File: config.mk
export PLATFORM = sky130hd
export DESIGN_NAME = uart_mem_dma
export DESIGN_NICKNAME = d
export VERILOG_FILES = /design/src/rtl/uart_mem_dma.sv
export SDC_FILE = /design/constraint.sdc
export NUM_CORES = 1
export LEC_CHECK = 0
export BUFFER_PORTS_ARGS = -buffer_cell sky130_fd_sc_hd__buf_2
export CAP_MARGIN = 20
export CORE_ASPECT_RATIO = 0.9
export CORE_UTILIZATION = 57
export DETAILED_ROUTE_END_ITERATION = 16
export GPL_ROUTABILITY_DRIVEN = 0
export GPL_TIMING_DRIVEN = 0
export PLACE_DENSITY = 0.84
export SLEW_MARGIN = 20
export SYNTH_ARGS = -nofsm -noshare
export SYNTH_HDL_FRONTEND = slang
export SYNTH_SLANG_ARGS = --single-unit
File: constraint.sdc
create_clock -name clk -period 2.5 [get_ports clk]
set_input_delay 0.125 -clock clk [delete_from_list [all_inputs] [get_ports clk]]
set_output_delay 0.125 -clock clk [all_outputs]
set_load 0.005 [all_outputs]
File: src/rtl/uart_mem_dma.sv
// UART <-> memory transfer engine: `receive` fills WORD_COUNT words from rx,
// `send` streams WORD_COUNT words from memory out on tx.
module uart_mem_dma #(
  parameter int CLKS_PER_BIT = 434,
  parameter int DATA_W       = 16,
  parameter int ADDR_W       = 16,
  parameter int WORD_COUNT   = 256,
  parameter int BYTE_ORDER   = 0
) (
  input  logic              clk,
  input  logic              reset_n,
  input  logic              send,
  input  logic              receive,
  input  logic              rx,
  output logic              tx,
  output logic [ADDR_W-1:0] mem_addr,
  output logic [DATA_W-1:0] mem_wdata,
  output logic              mem_we,
  input  logic [DATA_W-1:0] mem_rdata,
  output logic              busy,
  output logic              rx_LED,
  output logic              tx_LED,
  output logic              frame_err,
  output logic              done
);
  localparam int BPW   = DATA_W / 8;
  localparam int BC_W  = (BPW > 1) ? $clog2(BPW) : 1;
  localparam int CNT_W = $clog2(CLKS_PER_BIT);
  localparam logic [CNT_W-1:0]  BIT_LAST  = CNT_W'(CLKS_PER_BIT - 1);
  localparam logic [CNT_W-1:0]  HALF_LAST = CNT_W'(CLKS_PER_BIT / 2 - 1);
  localparam logic [BC_W-1:0]   BYTE_LAST = BC_W'(BPW - 1);
  localparam logic [ADDR_W-1:0] ADDR_LAST = ADDR_W'(WORD_COUNT - 1);

  typedef enum logic [2:0] {S_IDLE, S_RX_XFER, S_TX_FETCH, S_TX_LOAD, S_TX_XFER, S_FIN} state_e;
  typedef enum logic [2:0] {R_IDLE, R_START, R_DATA, R_STOP, R_WAIT} rx_state_e;

  function automatic logic [7:0] first_byte(input logic [DATA_W-1:0] w);
    return (BYTE_ORDER == 0) ? w[7:0] : w[DATA_W-1 -: 8];
  endfunction

  function automatic logic [DATA_W-1:0] drop_byte(input logic [DATA_W-1:0] w);
    return (BYTE_ORDER == 0) ? (w >> 8) : (w << 8);
  endfunction

  function automatic logic [DATA_W-1:0] add_byte(input logic [DATA_W-1:0] w, input logic [7:0] b);
    return (BYTE_ORDER == 0) ? ((w >> 8) | (DATA_W'(b) << (DATA_W - 8)))
                             : ((w << 8) | DATA_W'(b));
  endfunction

  state_e            state_q, state_d;
  rx_state_e         rx_state_q, rx_state_d;
  logic              send_prev_q, receive_prev_q;
  logic              rx_meta_q, rx_sync_q;
  logic [CNT_W-1:0]  rx_cnt_q, rx_cnt_d;
  logic [2:0]        rx_bit_q, rx_bit_d;
  logic [7:0]        rx_shift_q, rx_shift_d;
  logic [ADDR_W-1:0] addr_q, addr_d;
  logic [BC_W-1:0]   byte_cnt_q, byte_cnt_d;
  logic [DATA_W-1:0] word_q, word_d;
  logic              mem_we_q, mem_we_d;
  logic              frame_err_q, frame_err_d;
  logic              tx_active_q, tx_active_d;
  logic [9:0]        tx_frame_q, tx_frame_d;
  logic [CNT_W-1:0]  tx_cnt_q, tx_cnt_d;
  logic [3:0]        tx_bit_q, tx_bit_d;
  logic              rx_rise, tx_rise, rx_valid, rx_bad;
  logic              tx_bit_end, tx_frame_end, tx_word_end, last_word;

  // Loaded in and out of reset alike, so a button held through reset never looks like an edge.
  always_ff @(posedge clk) begin
    send_prev_q    <= send;
    receive_prev_q <= receive;
  end

  assign rx_rise = receive & ~receive_prev_q;
  assign tx_rise = send & ~send_prev_q & ~rx_rise;

  // NOTE: sequential state uses <= so every flop samples pre-edge values.
  always_ff @(posedge clk) begin
    if (!reset_n) begin
      rx_meta_q  <= 1'b1;
      rx_sync_q  <= 1'b1;
      rx_state_q <= R_IDLE;
      rx_cnt_q   <= '0;
      rx_bit_q   <= '0;
      rx_shift_q <= '0;
    end else begin
      rx_meta_q  <= rx;
      rx_sync_q  <= rx_meta_q;
      rx_state_q <= rx_state_d;
      rx_cnt_q   <= rx_cnt_d;
      rx_bit_q   <= rx_bit_d;
      rx_shift_q <= rx_shift_d;
    end
  end

  // NOTE: every always_comb output gets a default first, so no latch is inferred.
  always_comb begin
    rx_state_d = rx_state_q;
    rx_cnt_d   = rx_cnt_q;
    rx_bit_d   = rx_bit_q;
    rx_shift_d = rx_shift_q;
    case (rx_state_q)
      R_IDLE: if (!rx_sync_q) begin
        rx_state_d = R_START;
        rx_cnt_d   = '0;
      end
      R_START: if (rx_cnt_q == HALF_LAST) begin
        rx_cnt_d   = '0;
        rx_bit_d   = '0;
        rx_state_d = rx_sync_q ? R_IDLE : R_DATA;
      end else rx_cnt_d = rx_cnt_q + 1'b1;
      R_DATA: if (rx_cnt_q == BIT_LAST) begin
        rx_cnt_d   = '0;
        rx_shift_d = {rx_sync_q, rx_shift_q[7:1]};
        rx_bit_d   = rx_bit_q + 1'b1;
        if (rx_bit_q == 3'd7) rx_state_d = R_STOP;
      end else rx_cnt_d = rx_cnt_q + 1'b1;
      R_STOP: if (rx_cnt_q == BIT_LAST) rx_state_d = R_WAIT;
              else rx_cnt_d = rx_cnt_q + 1'b1;
      R_WAIT: if (rx_sync_q) rx_state_d = R_IDLE;
      default: rx_state_d = R_IDLE;
    endcase
  end

  always_comb begin
    rx_valid = (rx_state_q == R_STOP) && (rx_cnt_q == BIT_LAST) &&  rx_sync_q;
    rx_bad   = (rx_state_q == R_STOP) && (rx_cnt_q == BIT_LAST) && !rx_sync_q;
  end

  always_ff @(posedge clk) begin
    if (!reset_n) state_q <= S_IDLE;
    else          state_q <= state_d;
  end

  assign tx_bit_end   = tx_active_q && (tx_cnt_q == BIT_LAST);
  assign tx_frame_end = tx_bit_end && (tx_bit_q == 4'd9);
  assign tx_word_end  = tx_frame_end && (byte_cnt_q == BYTE_LAST);
  assign last_word    = (addr_q == ADDR_LAST);

  always_comb begin
    state_d = state_q;
    case (state_q)
      S_IDLE:     if (rx_rise) state_d = S_RX_XFER;
                  else if (tx_rise) state_d = S_TX_FETCH;
      S_RX_XFER:  if (mem_we_q && last_word) state_d = S_FIN;
      S_TX_FETCH: state_d = S_TX_LOAD;
      S_TX_LOAD:  state_d = S_TX_XFER;
      S_TX_XFER:  if (tx_word_end) state_d = last_word ? S_FIN : S_TX_FETCH;
      S_FIN:      state_d = S_IDLE;
      default:    state_d = S_IDLE;
    endcase
  end

  always_comb begin
    busy   = (state_q != S_IDLE);
    rx_LED = (state_q == S_RX_XFER);
    tx_LED = (state_q == S_TX_FETCH) || (state_q == S_TX_LOAD) || (state_q == S_TX_XFER);
    done   = (state_q == S_FIN);
  end

  always_ff @(posedge clk) begin
    if (!reset_n) begin
      addr_q      <= '0;
      byte_cnt_q  <= '0;
      word_q      <= '0;
      mem_we_q    <= 1'b0;
      frame_err_q <= 1'b0;
      tx_active_q <= 1'b0;
      tx_frame_q  <= '1;
      tx_cnt_q    <= '0;
      tx_bit_q    <= '0;
    end else begin
      addr_q      <= addr_d;
      byte_cnt_q  <= byte_cnt_d;
      word_q      <= word_d;
      mem_we_q    <= mem_we_d;
      frame_err_q <= frame_err_d;
      tx_active_q <= tx_active_d;
      tx_frame_q  <= tx_frame_d;
      tx_cnt_q    <= tx_cnt_d;
      tx_bit_q    <= tx_bit_d;
    end
  end

  always_comb begin
    addr_d      = addr_q;
    byte_cnt_d  = byte_cnt_q;
    word_d      = word_q;
    mem_we_d    = 1'b0;
    frame_err_d = frame_err_q;
    tx_active_d = tx_active_q;
    tx_frame_d  = tx_frame_q;
    tx_cnt_d    = tx_cnt_q;
    tx_bit_d    = tx_bit_q;
    case (state_q)
      S_IDLE: if (rx_rise) begin
        addr_d      = '0;
        byte_cnt_d  = '0;
        frame_err_d = 1'b0;
      end else if (tx_rise) begin
        addr_d     = '0;
        byte_cnt_d = '0;
      end
      S_RX_XFER: begin
        if (rx_valid) begin
          word_d = add_byte(word_q, rx_shift_q);
          if (byte_cnt_q == BYTE_LAST) begin
            byte_cnt_d = '0;
            mem_we_d   = 1'b1;
          end else byte_cnt_d = byte_cnt_q + 1'b1;
        end
        if (mem_we_q) addr_d = addr_q + 1'b1;
      end
      // The first byte comes straight from mem_rdata so its start bit leads the first XFER cycle.
      S_TX_LOAD: begin
        word_d      = drop_byte(mem_rdata);
        tx_frame_d  = {1'b1, first_byte(mem_rdata), 1'b0};
        tx_active_d = 1'b1;
        tx_cnt_d    = '0;
        tx_bit_d    = '0;
      end
      S_TX_XFER: if (tx_bit_end) begin
        tx_cnt_d = '0;
        if (tx_frame_end) begin
          if (byte_cnt_q == BYTE_LAST) begin
            byte_cnt_d  = '0;
            tx_active_d = 1'b0;
            addr_d      = addr_q + 1'b1;
          end else begin
            byte_cnt_d = byte_cnt_q + 1'b1;
            word_d     = drop_byte(word_q);
            tx_frame_d = {1'b1, first_byte(word_q), 1'b0};
            tx_bit_d   = '0;
          end
        end else begin
          tx_bit_d   = tx_bit_q + 1'b1;
          tx_frame_d = {1'b1, tx_frame_q[9:1]};
        end
      end else if (tx_active_q) tx_cnt_d = tx_cnt_q + 1'b1;
      default: ;
    endcase
    if (rx_bad) frame_err_d = 1'b1;
  end

  assign tx        = tx_active_q ? tx_frame_q[0] : 1'b1;
  assign mem_addr  = addr_q;
  assign mem_wdata = word_q;
  assign mem_we    = mem_we_q;
  assign frame_err = frame_err_q;
endmodule
==> metrics.csv, run 1 <==
metric,value,unit
die_w,94.4,um
place_ws,0.183,ns
synth_edf_count,0,
cts_max_path_buffers,2,
path_max_fanout,10,
min_period,2.35,ns
max_stage_delay,0.42,ns
cp-start-kind,register,
status,"finished, final reports clean",
netlist_area,0.00438,sq mm
grt_pass1_vias,3923,
coreArea,0.00726,sq mm
h-tree-depth,3,
relSlewSlack,0.360,
rows,29,
p_int,0.00219,W
grt_setup_unrepaired,no,
slew_violations,0,
end_kind,register,
max_freq,425,MHz
synth_top_family_by_area,simple AND/OR/NAND/NOR gates,
die_h,85.2,um
comb_power_share,0.193,
wirelength,11200,um
setup_violations,0,
critical_path.startpoint,tx_cnt_q[1]$_SDFFE_PN0P_,
p_sw,0.00102,W
remaining_drc_errors,0,
vias_per_cell,6.18,
synth.distinct_cells,60,
synthTopCellsByCount,"88 x dfxtp_1, 67 x nand2_1, 45 x nor2_1, 39 x a21oi_1, 20 x nand3_1",
grt_pass1_wl,18300,um
synth_top_area_frac,0.402,
synth_seq_area_share,0.402,
port-buffer-count,58,
power_density,637,mW/mm^2
async_flop_share,0,
leakagePower,1.92,nW
synth_fa_ha_area_frac,0.0285,
synth-xor-area-share,0.0260,
synthMostInstantiatedCell,dfxtp_1,
r2r-start,tx_cnt_q[1]$_SDFFE_PN0P_,
start_util,0.604,
syn_inst,521,
p_seq_frac,0.479,
gr-usage-all-layers,0.285,
worst_pin_slew,0.953,ns
fp.dieArea,0.00804,sq mm
synthMuxAreaShare,0.0274,
hold_path.class,in -> reg,
pwr-share-clk,0.329,
syn_avg_cell_area,8.41,sq um
synth-simple-area-share,0.267,
synth-compound-area-share,0.208,
cts_buffers,9,
gr-total-overflow,0,
first_pass_iters,5,
finalClockSkew,0.0131,ns
worstHoldStart,mem_rdata[10],
synth_top_area_cell,dfxtp_1,
cp_cell_sequence,"inv_1, ha_1, and4_4, and3_2, a31oi_1, clkbuf_1, a211oi_1, a211o_1",
clk_latency,0.37,ns
vias,4273,
antenna_left,0,
cts_root_buf,clkbuf_8,
crit_type,reg -> reg,
fin_nets,624,
grt_max_degree,18,
final.period_utilization,0.941,
pin_count,60,
reg2reg_slack,0.15,ns
worstPathArrival,2.60,ns
critPathRequiredTime,2.75,ns
fin_ws,0.148,ns
antenna_found_initial,0,
fin_tns_setup,0,ns
drt-initial-drc-count,344,
num_antenna_cells,0,
wire_per_inst,16.2,um
max-cap-violations,0,
clkSinkCount,88,
yosysWarnings,0,
syn-num-nets,552,
hpwl,8050,um
synth.area.top_cells,"dfxtp_1 40%, nand2_1 5.7%, a21oi_1 4.5%, nor2_1 3.9%, ha_1 2.9%",
ir_drop,398,uV
ys.flop_type,dfxtp_1,
cts_tree,yes,
path_clk_slew,0.09,ns
p_sw_frac,0.318,
drive_gt1_frac,0.161,
area_delta_synth_final,14.8,%
finalHoldViolations,0,
ys_ff_latch,88,
slowest_stage,dfxtp_1,
==> power by group through the flow <==
stage | combinational, W | sequential [W] | clock, W
finish | 0.000618 | 0.00153 | 0.00105
CTS | 0.000610 | 0.00153 | 0.00106
global route | 0.000678 | 0.00154 | 0.00112
floorplan | 0.000422 | 0.00155 | 0
global placement | 0.000578 | 0.00156 | 0
detailed placement | 0.000599 | 0.00156 | 0
==> placed cells by master (no fill, tap or decap), types with 7 or more instances in the layout <==
| cell | count |
|---|---|
| nor3_1 | 9 |
| o311ai_0 | 8 |
| a311oi_1 | 9 |
| nand2_1 | 67 |
| o31ai_1 | 11 |
| mux2i_1 | 12 |
| buf_2 | 66 |
| a211oi_1 | 10 |
| xor2_1 | 7 |
| and3_1 | 16 |
| clkbuf_1 | 19 |
| nand4_1 | 14 |
| a211o_1 | 12 |
| o21ai_0 | 19 |
| nor2_1 | 45 |
| nand3_1 | 20 |
| inv_1 | 11 |
| clkbuf_8 | 9 |
| dfxtp_1 | 88 |
| a21oi_1 | 39 |
| ha_1 | 10 |
| nand2b_1 | 7 |
==> worst paths after layout <==
| check | endpoint | cells after the start |
|---|---|---|
| worst max-delay path | tx_frame_q[4]$_SDFFE_PN1P_ | 8 |
| worst min-delay path | mem_wdata[2]$_SDFFE_PN0P_ | 3 |
| worst max register to register | tx_frame_q[4]$_SDFFE_PN1P_ | 8 |
| worst min register to register | rx_sync_q$_SDFF_PN1_ | 1 |
==> cell families (layout without fill, tap and decap cells) <==
family | count (synthesis) | after routing
AOI/OAI and AO/OA | 133 | 133
xor gates and xnor gates | 13 | 13
adders and majority gates | 10 | 10
buffers and inverters | 42 | 119
DFF | 88 | 88
muxes | 12 | 12
and+or+nand+nor | 223 | 223
==> state kept, by name, summed over array words and instances (netlist names) <==
name            flops
byte_cnt_q          1
rx_state_q          3
rx_shift_q          8
tx_cnt_q            9
tx_frame_q          9
tx_bit_q            4
mem_addr           16
rx_cnt_q            9
tx_active_q         1
receive_prev_q      1
frame_err           1
mem_we              1
rx_sync_q           1
rx_bit_q            3
rx_meta_q           1
state_q             3
mem_wdata          16
send_prev_q         1
==> layer usage <==
| metal | global-route usage | routed length [um] | vias to the layer above |
|---|---|---|---|
| met5 | 0 | 0 | - |
| met3 | 0.0439 | 657 | 19 |
| met1 | 0.378 | 4910 | 2030 |
| met4 | 0.0783 | 159 | 0 |
| met2 | 0.480 | 5500 | 156 |
| li1 | - | - | 2068 |
==> cell type report <==
| class | count | area (sq um) |
|---|---|---|
| fill | 603 | 2230 |
| timing repair buffer | 61 | 320 |
| clock inverter | 7 | 87.6 |
| clock buffer | 9 | 124 |
| inverter | 12 | 45.0 |
| tap | 93 | 116 |
| buffer | 30 | 138 |
| sequential | 88 | 1760 |
| multi-input combinational | 391 | 2440 |
==> critical path: cells and delay by family (launching register included) <==
family | cells | cell delay, ns
buf+inv | 2 | 0.47
compound gates | 3 | 0.73
simple gates | 2 | 0.44
flops | 1 | 0.42
fa+ha+maj | 1 | 0.18
==> through the flow <==
| stage | hold WS (ns) | utilization | std cells | instance area, sq um | total power (W) |
|---|---|---|---|---|---|
| after floorplan | 0.153 | - | 521 | 4380 | 0.00197 |
| final | 0.0177 | 0.693 | 691 | 5030 | 0.00320 |
| after CTS | 0.0208 | 0.693 | 691 | 5030 | 0.00320 |
| after global placement | 0.245 | 0.660 | 672 | 4790 | 0.00214 |
| after detailed placement | 0.247 | 0.660 | 672 | 4790 | 0.00216 |
| after global routing | 0.0255 | 0.693 | 691 | 5030 | 0.00334 |
==> timing repair <==
item / CTS / global route
hold buffers: 3 / 0
endpoints found under the hold margin: 3 / 0
endpoints found under the setup margin: 0 / 0
buffers inserted: 0 / 0
gates resized for setup: 0 / 0
(Power assumes the default switching activity.)
==> run 2, diff against run 1 <==
Settings changed: CORE_UTILIZATION 57 to 62, PLACE_DENSITY 0.84 to 0.9.
Clock period 2.5 ns to 3.05 ns, I/O delays scaled along.
==> run 2 against run 1 <==
Against the previous run:
- first-iteration DRC count up 26%
- largest power group unchanged
- via count rose by 2.5%
- register-to-register slack better by 0.53 ns
- worst setup slack better by 0.53 ns
==> metrics.csv, run 2 (synthesis results as in run 1) <==
metric,value,unit,change
clkSinkCount,88,,unchanged
ir_drop,337,uV,was 398 uV
fin_tns_setup,0,ns,unchanged
worst_pin_slew,0.969,ns,was 0.953 ns
die_h,81.8,um,was 85.2 um
slew_violations,0,,unchanged
leakagePower,1.91,nW,was 1.92 nW
antenna_found_initial,0,,unchanged
wirelength,11300,um,was 11200 um
area_delta_synth_final,14.4,%,was 14.8%
gr-total-overflow,0,,unchanged
grt_max_degree,19,,was 18
gr-usage-all-layers,0.304,,was 0.285
first_pass_iters,5,,unchanged
finalHoldViolations,0,,unchanged
mostFrequentLayoutCell,dfxtp_1,,unchanged
max_freq,421,MHz,was 425 MHz
worstHoldEndpoint,mem_wdata[2]$_SDFFE_PN0P_,,unchanged
cts_root_buf,clkbuf_8,,unchanged
worstPathArrival,2.64,ns,was 2.60 ns
num_antenna_cells,0,,unchanged
rr_endpoint,tx_frame_q[7]$_SDFFE_PN1P_,,was tx_frame_q[4]$_SDFFE_PN1P_
r2r-start,tx_cnt_q[1]$_SDFFE_PN0P_,,unchanged
wire_per_inst,16.4,um,was 16.2 um
final.period_utilization,0.778,,was 0.941
coreArea,0.00669,sq mm,was 0.00726 sq mm
fin_nets,624,,unchanged
hold_path.class,in -> reg,,unchanged
antenna_left,0,,unchanged
hpwl,8030,um,was 8050 um
cts_setup_buffers,0,,unchanged
status,"finished, final reports clean",,unchanged
end_kind,register,,unchanged
min_period,2.37,ns,was 2.35 ns
port-buffer-count,58,,unchanged
place_ws,0.744,ns,was 0.183 ns
drt-initial-drc-count,432,,was 344
drive_gt1_frac,0.161,,unchanged
vias,4378,,was 4273
max-cap-violations,0,,unchanged
power_density,510,mW/mm^2,was 637 mW/mm^2
most-common-layout-cells,"88 x dfxtp_1, 67 x nand2_1, 66 x buf_2",,unchanged
cp-start-kind,register,,unchanged
finalClockSkew,0.0120,ns,was 0.0131 ns
relSlewSlack,0.349,,was 0.360
finalPower,0.00256,W,was 0.00320 W
place_area,0.00479,sq mm,about the same
rows,28,,was 29
setup_violations,0,,unchanged
path_clk_slew,0.10,ns,was 0.09 ns
critPathRequiredTime,3.31,ns,was 2.75 ns
path_max_fanout,10,,unchanged
die_w,90.6,um,was 94.4 um
cts_max_path_buffers,2,,unchanged
fp.dieArea,0.00741,sq mm,was 0.00804 sq mm
design_area,0.00501,sq mm,was 0.00503 sq mm
h-tree-depth,3,,unchanged
crit_type,reg -> reg,,unchanged
grt_setup_unrepaired,no,,unchanged
clk_latency,0.37,ns,about the same
grt_pass1_vias,3841,,was 3923
final_core_util,0.749,,was 0.693
start_util,0.655,,was 0.604
worstHoldPathCells,3,,unchanged
reg2reg_slack,0.68,ns,was 0.15 ns
pin_count,60,,unchanged
remaining_drc_errors,0,,unchanged
reg2reg_depth,8,,unchanged
worstHoldStart,mem_rdata[10],,unchanged
grt_pass1_wl,17800,um,was 18300 um
vias_per_cell,6.36,,was 6.18
cts_tree,yes,,unchanged
fin_ws,0.676,ns,was 0.148 ns
cts_buffers,9,,unchanged
run 2: cell count changes in the layout (fill, tap and decap cells not counted):
cell / before / now
bufinv_16: 1 / 0
clkinv_4: 2 / 1
clkinv_8: 0 / 1
clkinvlp_4: 0 / 1
run 2: worst max path at each step:
stage / startpoint / endpoint / cells past startpoint / slack [ns]
2_1_floorplan: tx_cnt_q[1]$_SDFFE_PN0P_ / tx_frame_q[2]$_SDFFE_PN1P_ / 8 / 1.06
3_3_place_gp: tx_cnt_q[1]$_SDFFE_PN0P_ / tx_frame_q[2]$_SDFFE_PN1P_ / 8 / 0.81
3_5_place_dp: tx_cnt_q[1]$_SDFFE_PN0P_ / tx_frame_q[5]$_SDFFE_PN1P_ / 8 / 0.74
4_1_cts: tx_cnt_q[1]$_SDFFE_PN0P_ / tx_frame_q[7]$_SDFFE_PN1P_ / 8 / 0.71
5_1_grt: rx_cnt_q[0]$_SDFFE_PN0P_ / rx_cnt_q[2]$_SDFFE_PN0P_ / 6 / 0.54
6_report: tx_cnt_q[1]$_SDFFE_PN0P_ / tx_frame_q[7]$_SDFFE_PN1P_ / 8 / 0.68
run 2: cell type report:
type	count	area (sq um)
sequential	88	1760
timing repair buffer	61	320
tap	90	113
clock inverter	7	72.6
clock buffer	9	124
inverter	12	45.0
multi-input combinational	391	2440
fill	497	1680
buffer	30	138
run 2: worst max-delay path, cell delays in order, from the launching register on:
cell and delay [ns]:
dfxtp_1 0.43, inv_1 0.07, ha_1 0.18, and4_4 0.20, and3_2 0.23, a31oi_1 0.34, clkbuf_1 0.41, a211oi_1 0.10
a211o_1 0.30
run 2: layer usage:
layer,share of wire,up-vias,GRT usage
met4,0.031,0,0.148
met1,0.43,2074,0.382
met3,0.067,46,0.0722
met2,0.47,194,0.498
met5,0,-,0
li1,-,2064,-
run 2: repair_timing:
action,4_1_cts,5_1_grt
hold buffers,3,0
endpoints found under the hold margin,3,0
resized for setup,0,0
run 2: metrics by stage:
stage	cells	hold WS (ns)
finish	688	0.0341
global route	688	0.0412
CTS	688	0.0263
detailed placement	669	0.276
global placement	669	0.272
floorplan	521	0.180
run 2: power breakdown:
group          switching, W  internal (W)
Combinational      0.000318      0.000188
Clock              0.000472      0.000321
Sequential        0.0000540       0.00120
==> run 3, diff against run 2 <==
Settings changed: CORE_UTILIZATION 62 to 57, PLACE_DENSITY 0.9 to 0.84.
Clock period 3.05 ns to 2.4 ns, I/O delays scaled along.
==> run 3 against run 2 <==
Against the previous run:
- global-route usage decreased by 1.9 points
- worst setup slack got worse by 0.52 ns
- sequential power increased by 27%
- critical path depth unchanged
- cell area increased by 0.52%
- highest routed layer unchanged
- combinational power increased by 28%
- final cell count increased by 0.44%
- largest power group unchanged
==> metrics.csv, run 3 (synthesis results as in run 1) <==
metric,value,unit,change
start_util,0.604,,was 0.655
leakagePower,1.93,nW,was 1.91 nW
finalClockSkew,0.0120,ns,about the same
cts_max_path_buffers,2,,unchanged
multi_input_area,0.00244,sq mm,about the same
die_w,94.4,um,was 90.6 um
fin_cells,691,,was 688
max-cap-violations,0,,unchanged
cts_root_buf,clkbuf_8,,unchanged
fin_hold_ws,0.0130,ns,was 0.0341 ns
gr-total-overflow,0,,unchanged
end_kind,register,,unchanged
max_stage_delay,0.44,ns,was 0.43 ns
slew_violations,0,,unchanged
clk_latency,0.36,ns,was 0.37 ns
first_pass_iters,5,,unchanged
comb_power_share,0.195,,was 0.198
max_freq,446,MHz,was 421 MHz
coreArea,0.00726,sq mm,was 0.00669 sq mm
slowest_stage,clkbuf_1,,was dfxtp_1
hold_path.class,in -> reg,,unchanged
area_delta_synth_final,15.0,%,was 14.4%
fin_nets,624,,unchanged
cp-start-kind,register,,unchanged
ir_drop,416,uV,was 337 uV
min_period,2.24,ns,was 2.37 ns
cts_tree,yes,,unchanged
p_seq_frac,0.478,,was 0.492
hpwl,8050,um,was 8030 um
critPathRequiredTime,2.69,ns,was 3.31 ns
status,"finished, final reports clean",,unchanged
wire_per_inst,16.2,um,was 16.4 um
worstPathArrival,2.54,ns,was 2.64 ns
fin_tns_setup,0,ns,unchanged
finalHoldViolations,0,,unchanged
remaining_drc_errors,0,,unchanged
rows,29,,was 28
vias_per_cell,6.15,,was 6.36
path_max_fanout,10,,unchanged
mostFrequentLayoutCell,dfxtp_1,,unchanged
gr-usage-all-layers,0.285,,was 0.304
antenna_found_initial,0,,unchanged
drive_gt1_frac,0.166,,was 0.161
antenna_left,0,,unchanged
worst_pin_slew,0.966,ns,was 0.969 ns
nFillCells,598,,was 497
setup_violations,0,,unchanged
placed_cells,672,,was 669
p_sw,0.00106,W,was 0.000845 W
path_clk_slew,0.09,ns,was 0.10 ns
grt_pass1_vias,3923,,was 3841
fp.dieArea,0.00804,sq mm,was 0.00741 sq mm
h-tree-depth,3,,unchanged
clkSinkCount,88,,unchanged
cts_buffers,9,,unchanged
p_sw_frac,0.318,,was 0.330
grt_max_degree,18,,was 19
die_h,85.2,um,was 81.8 um
power_density,664,mW/mm^2,was 510 mW/mm^2
grt_pass1_wl,18300,um,was 17800 um
vias,4248,,was 4378
wirelength,11200,um,was 11300 um
port-buffer-count,58,,unchanged
final.period_utilization,0.934,,was 0.778
num_antenna_cells,0,,unchanged
cts_setup_buffers,0,,unchanged
p_int,0.00228,W,was 0.00171 W
relSlewSlack,0.351,,was 0.349
crit_type,reg -> reg,,unchanged
pin_count,60,,unchanged
seq_area,0.00176,sq mm,unchanged
grt_setup_unrepaired,no,,unchanged
reg2reg_slack,0.16,ns,was 0.68 ns
drt-initial-drc-count,308,,was 432
cp_cell_sequence,"inv_1, ha_1, and4_4, and3_2, a31oi_1, clkbuf_1, o21ai_0, a21oi_1",,"was inv_1, ha_1, and4_4, and3_2, a31oi_1, clkbuf_1, a211oi_1, a211o_1"
pwr-share-clk,0.328,,was 0.310
most-common-layout-cells,"88 x dfxtp_1, 67 x nand2_1, 66 x buf_2",,unchanged
==> run 3: changes by cell type in the layout (fill, tap and decap cells not counted) <==
cell | before | now
clkbuf_2 | 0 | 2
bufinv_16 | 0 | 1
o31ai_1 | 11 | 10
clkinv_8 | 1 | 0
clkinvlp_4 | 1 | 0
clkbuf_1 | 19 | 17
clkinv_4 | 1 | 2
o31ai_2 | 0 | 1
==> run 3: what timing repair did <==
action / CTS / global route
hold buffers: 3 / 0
endpoints found under the setup margin: 0 / 16
endpoints found under the hold margin: 3 / 0
resized for setup: 0 / 5
==> run 3: final timing paths <==
check	start	end	depth (start not counted)
setup reg to reg	tx_cnt_q[1]$_SDFFE_PN0P_	tx_bit_q[3]$_SDFFE_PN0P_	8
hold reg to reg	rx_meta_q$_SDFF_PN1_	rx_sync_q$_SDFF_PN1_	1
hold / removal	mem_rdata[10]	mem_wdata[2]$_SDFFE_PN0P_	3
setup / recovery	tx_cnt_q[1]$_SDFFE_PN0P_	tx_bit_q[3]$_SDFFE_PN0P_	8
==> run 3: metal layers <==
| layer | up-vias | global-route usage | wire (um) |
|---|---|---|---|
| li1 | 2069 | - | - |
| met1 | 2012 | 0.378 | 4920 |
| met2 | 150 | 0.480 | 5540 |
| met3 | 17 | 0.0439 | 619 |
| met4 | 0 | 0.0783 | 141 |
| met5 | - | 0 | 0 |
==> run 3: critical path, delay by kind of cell, from the launching register on <==
kind	cells	cell delay (ns)
AO/OA/AOI/OAI	3	0.64
buffers and inverters	2	0.51
AND/OR/NAND/NOR	2	0.44
flip-flops	1	0.42
adder cells (fa/ha/maj)	1	0.18
==> run 3: per-stage QoR <==
step | setup slack, ns | total power [W] | utilization | area, sq um
2_1_floorplan | 0.407 | 0.00205 | - | 4380
3_3_place_gp | 0.151 | 0.00223 | 0.660 | 4790
3_5_place_dp | 0.0834 | 0.00225 | 0.660 | 4790
4_1_cts | 0.0659 | 0.00333 | 0.693 | 5030
5_1_grt | 0.00881 | 0.00349 | 0.694 | 5040
6_report | 0.159 | 0.00334 | 0.694 | 5040
==> run 3: power groups by stage <==
stage | registers, W | logic (W) | clock network [W]
2_1_floorplan | 0.00162 | 0.000439 | 0
3_3_place_gp | 0.00163 | 0.000602 | 0
3_5_place_dp | 0.00163 | 0.000623 | 0
4_1_cts | 0.00160 | 0.000635 | 0.00110
5_1_grt | 0.00160 | 0.000712 | 0.00117
6_report | 0.00160 | 0.000650 | 0.00110
==> run 3: final cells by class <==
class	instances	area share
multi-input cells	391	0.485
flip-flops and latches	88	0.350
repair buffers	61	0.0636
plain buffers	30	0.0278
clock buffers	9	0.0246
well taps	93	0.0231
clock inverters	7	0.0174
inverters	12	0.00894
